--- config.mk ---
export PLATFORM = sky130hd
export DESIGN_NAME = alu_serial_ctrl
export DESIGN_NICKNAME = d
export VERILOG_FILES = /design/src/rtl/alu_pkg.sv /design/src/rtl/alu_1bit.sv /design/src/rtl/alu_serial_ctrl.sv
export SDC_FILE = /design/constraint.sdc
export NUM_CORES = 1
export LEC_CHECK = 0
export ABC_AREA = 1
export ABC_CLOCK_PERIOD_IN_PS = 1700
export CAP_MARGIN = 20
export CORE_MARGIN = 8
export CORE_UTILIZATION = 45
export CTS_BUF_LIST = sky130_fd_sc_hd__clkbuf_4 sky130_fd_sc_hd__clkbuf_8 sky130_fd_sc_hd__clkbuf_16
export DETAILED_ROUTE_END_ITERATION = 12
export PLACE_DENSITY = 0.83
export SYNTH_ARGS = -nofsm -noshare
export SYNTH_HDL_FRONTEND = slang
export SYNTH_SLANG_ARGS = --single-unit
export TNS_END_PERCENT = 50
--- constraint.sdc ---
create_clock -name clk -period 1.7 [get_ports clk]
set_input_delay 0.255 -clock clk [delete_from_list [all_inputs] [get_ports clk]]
set_output_delay 0.255 -clock clk [all_outputs]
set_load 0.1 [all_outputs]
--- src/rtl/alu_pkg.sv ---
// alu_pkg: shared op codes, FSM states and widths for the bit-serial ALU
package alu_pkg;
  localparam int ALU_OP_W = 3;
  typedef enum logic [ALU_OP_W-1:0] {
    OP_AND   = 3'b000,
    OP_OR    = 3'b001,
    OP_XOR   = 3'b010,
    OP_ADD   = 3'b011,
    OP_SUB   = 3'b100,
    OP_NOTA  = 3'b101,
    OP_PASSA = 3'b110,
    OP_PASSB = 3'b111
  } alu_op_e;
  typedef enum logic [1:0] {
    S_IDLE = 2'd0,
    S_RUN  = 2'd1,
    S_DONE = 2'd2
  } state_e;
endpackage

--- src/rtl/alu_1bit.sv ---
// alu_1bit: one-bit ALU slice; SUB adds inverted B with the carry seeded to 1
module alu_1bit
  import alu_pkg::*;
(
  input  logic A,
  input  logic B,
  input  logic Cin,
  input  logic Op0,
  input  logic Op1,
  input  logic Op2,
  output logic Result,
  output logic Cout
);
  alu_op_e op;
  logic bx;
  always_comb begin
    op = alu_op_e'({Op2, Op1, Op0});
    bx = (op == OP_SUB) ? ~B : B;
    Result = (op == OP_AND)   ? (A & B) :
             (op == OP_OR)    ? (A | B) :
             (op == OP_XOR)   ? (A ^ B) :
             (op == OP_ADD || op == OP_SUB) ? (A ^ bx ^ Cin) :
             (op == OP_NOTA)  ? ~A :
             (op == OP_PASSA) ? A : B;
    Cout = (op == OP_ADD || op == OP_SUB) ? ((A & bx) | (A & Cin) | (bx & Cin)) : 1'b0;
  end
endmodule

--- src/rtl/alu_serial_ctrl.sv ---
// alu_serial_ctrl: bit-serial ALU sequencer, LSB first, one bit per clock
module alu_serial_ctrl
  import alu_pkg::*;
#(
  parameter int WIDTH = 8
) (
  input  logic                clk,
  input  logic                rst,
  input  logic                req_valid,
  output logic                req_ready,
  input  logic [ALU_OP_W-1:0] req_op,
  input  logic [WIDTH-1:0]    req_a,
  input  logic [WIDTH-1:0]    req_b,
  output logic                rsp_valid,
  input  logic                rsp_ready,
  output logic [WIDTH-1:0]    rsp_result,
  output logic                rsp_carry,
  output logic                rsp_zero
);
  localparam int CW = $clog2(WIDTH) + 1;
  state_e           state;
  alu_op_e          op_q;
  logic [WIDTH-1:0] a_q, b_q, res_q;
  logic             carry_q, s_res, s_cout;
  logic [CW-1:0]    cnt;
  alu_1bit u_slice (
    .A      (a_q[0]),
    .B      (b_q[0]),
    .Cin    (carry_q),
    .Op0    (op_q[0]),
    .Op1    (op_q[1]),
    .Op2    (op_q[2]),
    .Result (s_res),
    .Cout   (s_cout)
  );
  always_ff @(posedge clk) begin
    if (rst) begin
      state   <= S_IDLE;
      op_q    <= OP_AND;
      a_q     <= '0;
      b_q     <= '0;
      res_q   <= '0;
      carry_q <= 1'b0;
      cnt     <= '0;
    end else begin
      case (state)
        S_IDLE: if (req_valid) begin
          state   <= S_RUN;
          op_q    <= alu_op_e'(req_op);
          a_q     <= req_a;
          b_q     <= req_b;
          carry_q <= (alu_op_e'(req_op) == OP_SUB);
          cnt     <= '0;
        end
        S_RUN: begin
          res_q   <= {s_res, res_q[WIDTH-1:1]};
          carry_q <= s_cout;
          a_q     <= a_q >> 1;
          b_q     <= b_q >> 1;
          cnt     <= cnt + CW'(1);
          if (cnt == CW'(WIDTH - 1)) state <= S_DONE;
        end
        S_DONE: if (rsp_ready) state <= S_IDLE;
        default: state <= S_IDLE;
      endcase
    end
  end
  always_comb begin
    req_ready  = (state == S_IDLE);
    rsp_valid  = (state == S_DONE);
    rsp_result = res_q;
    rsp_carry  = (op_q == OP_ADD || op_q == OP_SUB) && carry_q;
    rsp_zero   = (res_q == '0);
  end
endmodule
# Word level (Yosys, flattened, before mapping)

Cells that the tools add are included.

Eq/ne operators: 13
Muxes and demuxes: 20
Reduce and logical (&&, ||, !) cells: 9
Add/subtract/negate cells: 1
Bitwise gates (word level): 12

Operators with widths:

| kind                | number |
|---|---|
| $pmux 8 s2          | 2 |
| $mux 8              | 2 |
| $eq 3x3->1 const B  | 4 |
| $mux 1              | 9 |
| $logic_not 8->1     | 1 |
| $pmux 4 s2          | 1 |
| $eq 3x2->1 const B  | 2 |
| $mux 2              | 3 |
| $pmux 2 s3          | 1 |
| $add 4x1->4 const B | 1 |
| $and 1x1->1         | 4 |
| $eq 4x3->1 const B  | 1 |
| $mux 4              | 1 |
| $ne 2x2->1 const B  | 2 |
| $reduce_and 2->1    | 2 |
| $eq 3x1->1 const B  | 1 |
| $logic_not 3->1     | 1 |
| $or 1x1->1          | 3 |
| $reduce_and 3->1    | 1 |
| $xor 1x1->1         | 3 |
| $eq 2x1->1 const B  | 1 |
| $eq 2x2->1 const B  | 1 |
| $logic_not 2->1     | 1 |
| $ne 2x1->1 const B  | 1 |
| other kinds (5)     | 6 |

Register bits after elaboration: 34
Input port bits: 23

# Logic depth before layout (Yosys ltp)

Depth in word-level cells: 8
Mapped depth: 11
Gate-level depth less buffers: 11

# Hierarchy

A second synthesis with hierarchy kept.

Cell total of the unflattened synthesis: 252
Area, all modules: 1,729.2 sq um

By module, submodules not included:

| module          | cells each | seq. area each (sq um) | area each (sq um) | instances |
|---|---|---|---|---|
| alu_serial_ctrl | 216        | 680.7                  | 1,502.7           | 1 |
| alu_1bit        | 36         | 0.0                    | 226.5             | 1 |

# Worst setup path before layout

Ideal clock, no wire load.

Path kind: register -> output
Start: register op_q[1]
End: output rsp_carry
Arrival: 2.056 ns
Stages on the path, launching flop included: 4
Slack: -0.611 ns
Buffers on the path: 0
Path through: dfxtp_1 -> nor2_1 -> nand2_2 -> a21oi_1

Word-level cells in the longest chain between the ends: 3

Ends and longest elaborated chain:

| item                                     | RTL line              | source |
|---|---|---|
| start: declaration                       | alu_serial_ctrl.sv:22 | `alu_op_e op_q;` |
| start signal: assignment                 | alu_serial_ctrl.sv:49 | `op_q <= alu_op_e'(req_op);` |
| $eq 3x2->1 or $eq 3x3->1 (tied branches) | alu_serial_ctrl.sv:72 | `rsp_carry = (op_q == OP_ADD \|\| op_q == OP_SUB) && carry_q;` |
| $logic_or 1x1->1 (*)                     | alu_serial_ctrl.sv:72 |  |
| $logic_and 1x1->1 (*)                    | alu_serial_ctrl.sv:72 |  |
| end: declaration                         | alu_serial_ctrl.sv:17 | `output logic rsp_carry,` |

Mark *: on every way between the ends. The rest lies on a longest branch, timed or not.

# Final worst setup path

Start: register res_q[3] (netlist: rsp_result[3])
End: output rsp_zero

Word-level cells in the longest chain between the ends: 1

Ends and longest elaborated chain:

| item                     | RTL line              | source |
|---|---|---|
| start: declaration       | alu_serial_ctrl.sv:23 | `logic [WIDTH-1:0] a_q, b_q, res_q;` |
| start signal: assignment | alu_serial_ctrl.sv:56 | `res_q <= {s_res, res_q[WIDTH-1:1]};` |
| $logic_not 8->1          | alu_serial_ctrl.sv:73 | `rsp_zero = (res_q == '0);` |
| end: declaration         | alu_serial_ctrl.sv:18 | `output logic rsp_zero` |

Every way passes these cells.

==> results.cfg <==
[floorplanning]
die_area_sq_mm = 0.005805
die_h_um = 76.19
rows = 22
die_x_um = 76.19
pin_count = 35
core_region_area_sq_mm = 0.003578
start_util_pct = 45.56

[power_and_ir_drop]
p_sw_w = 0.0007272
power_leakage_nw = 0.9274
swShare_pct = 35.28
vdd_drop_max_mv = 0.5077
p_clk_share_pct = 21.7
combPwrFrac_pct = 33.3
pwr_density_cell_mw_per_mm2 = 906.6
seqPwrFrac_pct = 45.0
p_int_w = 0.001334

[global_route]
track_usage_pct = 13.61
grt_max_degree = 28
antenna_found_initial = 0
grt_pass1_vias = 1509
grt_overflow_total = 0
grt_pass1_wl_um = 6437

[synthesis]
ys_seq_area_share_pct = 41.75
syn_area_per_cell_sq_um = 7.479
synth.cell_area_sq_mm = 0.001630
synth_seq_cells = 34
synth.distinct_cells = 29
synth_nets = 245
yosysTopAreaCell = dfxtp_1
syn_inst = 218
synth_top_area_share_pct = 41.75
yosysWarnings = 0
synth_area_leaders = dfxtp_1, nand2_1, a31oi_1

[routing]
viasPerCell = 5.065
wl_um = 3860
post_drt_wl_per_cell_um = 12.53
vias = 1560
drc = 0
antenna_left = 0
first_pass_iters = 7
drtIter0Drc = 88

[critical_path]
critPathTopFamily = simple AND/OR/NAND/NOR gates
crit_type = reg2out
cp_num_buf_inv = 1
crit_path_max_fanout = 4
timing.rr.start = op_q[1]
required_ps = 1440
end_kind = output port
critical_path_arrival_ps = 1480
cp_cell_sequence = nor4_2 > and2_1 > buf_12
reg2reg_depth = 11
regToRegSetupSlack_ps = -10
cp_slowest_cell = dfxtp_1
critPathLaunchType = flop
max_stage_delay_ps = 380
r2r-end = rsp_result[7]

[layout]
n_antenna_cell = 0
ff_latch_area_sq_um = 684.4
fillCellCount = 318
drive_above_1_share_pct = 21.15
multi_input_area_sq_um = 822.0
nets = 287
fin_cells = 308
syn_to_final_growth_pct = 39.45

[clock_tree]
clkSinkCount = 34
htreeDepth = 2
numCtsBuffers = 5
cts.clk_slew.worst_paths_ps = 100
hold_buffers = 0
clockBufferDepth = 2
cts_tree = yes
ctsRootBufferMaster = clkbuf_4
clock_latency_ps = 350

[job]
max_cap_viol_count = 0

[placement]
dp_cells = 300
gp_congestion = 0.8048
port_buffers = 34
hpwl_um = 2736

[timing]
fin_crit_sh_pct = 102.1
max_freq_mhz = 575.9
worst_slew_pin_slew_ps = 384.3
setup_viol = 2
hold_viol_final = 0
drv_slew = 0
rsz0062_at_grt = yes
fin_skew_ps = 7.953
fin_tns_setup_ps = -44.90
max_slew_margin_pct = 74.34
setup_slack_ps = -36.34
min_period_ps = 1736

[min_path]
hold_end = b_q[7]
hold_start = req_b[7]
hold_depth = 3
hp-class = in2reg

[status]
violations = negative setup slack
status = complete, but fails checks
==> Yosys cell counts (all sizes together) <==
master and number:
nand4 1, buf 10, nor2 23, clkbuf 1, o21ai 29, a211oi 1, a31oi 15, and2 1
a221oi 1, a21oi 13, nand3 8, nor3 2, ha 3, inv 21, xor2 1, nor4 2
o211ai 1, dfxtp 34, nand2 50, fa 1
==> power groups by stage <==
stage | clock, W | combinational, W | sequential [W]
floorplan | 0 | 0.000317 | 0.00105
global placement | 0 | 0.000665 | 0.000935
detailed placement | 0 | 0.000676 | 0.000939
CTS | 0.000457 | 0.000683 | 0.000923
global route | 0.000490 | 0.000741 | 0.000936
finish | 0.000448 | 0.000686 | 0.000927
==> layout make-up <==
type,count,share of cell area [%]
inverter,21,3.467
timing repair buffer,46,25.32
tap,48,2.642
multi-input combinational,152,36.16
sequential,34,30.10
clock buffer,7,2.312
==> cell families (layout without fill, tap and decap cells) <==
kind of cell	after synthesis	after routing	share of synthesized area [%]
compound gates	60	60	20.34
xor+xnor	1	1	0.5373
fa+ha+maj	4	4	3.531
buf+inv	32	74	9.285
flops	34	34	41.75
simple gates	87	87	24.56
==> worst reg2reg max path: cells and delay by family (launching register included) <==
family	cells	cell delay (ps)
AO/OA/AOI/OAI	2	160
XOR/XNOR	1	150
adder cells (fa/ha/maj)	1	480
buffers and inverters	1	40
flip-flops	1	350
AND/OR/NAND/NOR	6	430
==> cells in the final DEF, fill, tap and decap left out <==
cell,count
a211oi_1,1
a21oi_1,10
a21oi_2,3
a221oi_1,1
a31oi_1,15
and2_1,1
buf_12,14
buf_4,10
clkbuf_4,7
clkdlybuf4s50_1,22
dfxtp_1,31
dfxtp_2,3
fa_1,1
ha_1,3
inv_1,15
inv_2,6
nand2_1,47
nand2_2,3
nand3_1,6
nand3_2,2
nand4_1,1
nor2_1,17
nor2_2,2
nor2_4,3
nor2_8,1
nor3_1,2
nor4_1,1
nor4_2,1
o211ai_1,1
o21ai_0,15
o21ai_1,14
xor2_1,1
==> through the flow <==
stage / setup slack [ps] / hold slack (ps) / cell area [sq um] / utilization (%) / power [W]
2_1_floorplan: -332.5 / 402.2 / 1637 / - / 0.001363
3_3_place_gp: -26.43 / 449.7 / 2192 / 61.26 / 0.001600
3_5_place_dp: -117.0 / 470.2 / 2192 / 61.26 / 0.001615
4_1_cts: -8.153 / 454.9 / 2261 / 63.18 / 0.002063
5_1_grt: -91.66 / 476.4 / 2273 / 63.53 / 0.002167
6_report: -36.34 / 462.9 / 2273 / 63.53 / 0.002061
==> sequential cells by signal (all words and copies together), names as in the netlist <==
signal      count
a_q             8
b_q             8
carry_q         1
cnt             4
op_q            3
rsp_result      8
state           2
==> worst max-delay path by stage <==
stage / from / end / depth (start not counted)
after CTS: op_q[0] / rsp_result[7] / 11
after global routing: op_q[1] / rsp_result[7] / 11
after detailed placement: op_q[1] / rsp_result[7] / 11
after global placement: op_q[1] / rsp_result[7] / 11
after floorplan: rsp_result[2] / rsp_zero / 2
final: rsp_result[3] / rsp_zero / 3
==> routing by layer <==
layer / wire [um] / global-route usage, % / vias to the layer above
met5: 0 / 0 / -
met4: 110 / 10.00 / 0
met3: 148 / 3.302 / 7
met2: 1917 / 23.56 / 39
met1: 1683 / 13.97 / 702
li1: - / - / 812
==> repair_timing <==
| action | 4_1_cts | 5_1_grt |
|---|---|---|
| endpoints found under the setup margin | 1 | 3 |
| buffers inserted | 1 | 0 |
| pin swaps | 3 | 2 |
| gates resized for setup | 3 | 4 |
| cloned | 0 | 0 |
(Power assumes the default switching activity.)
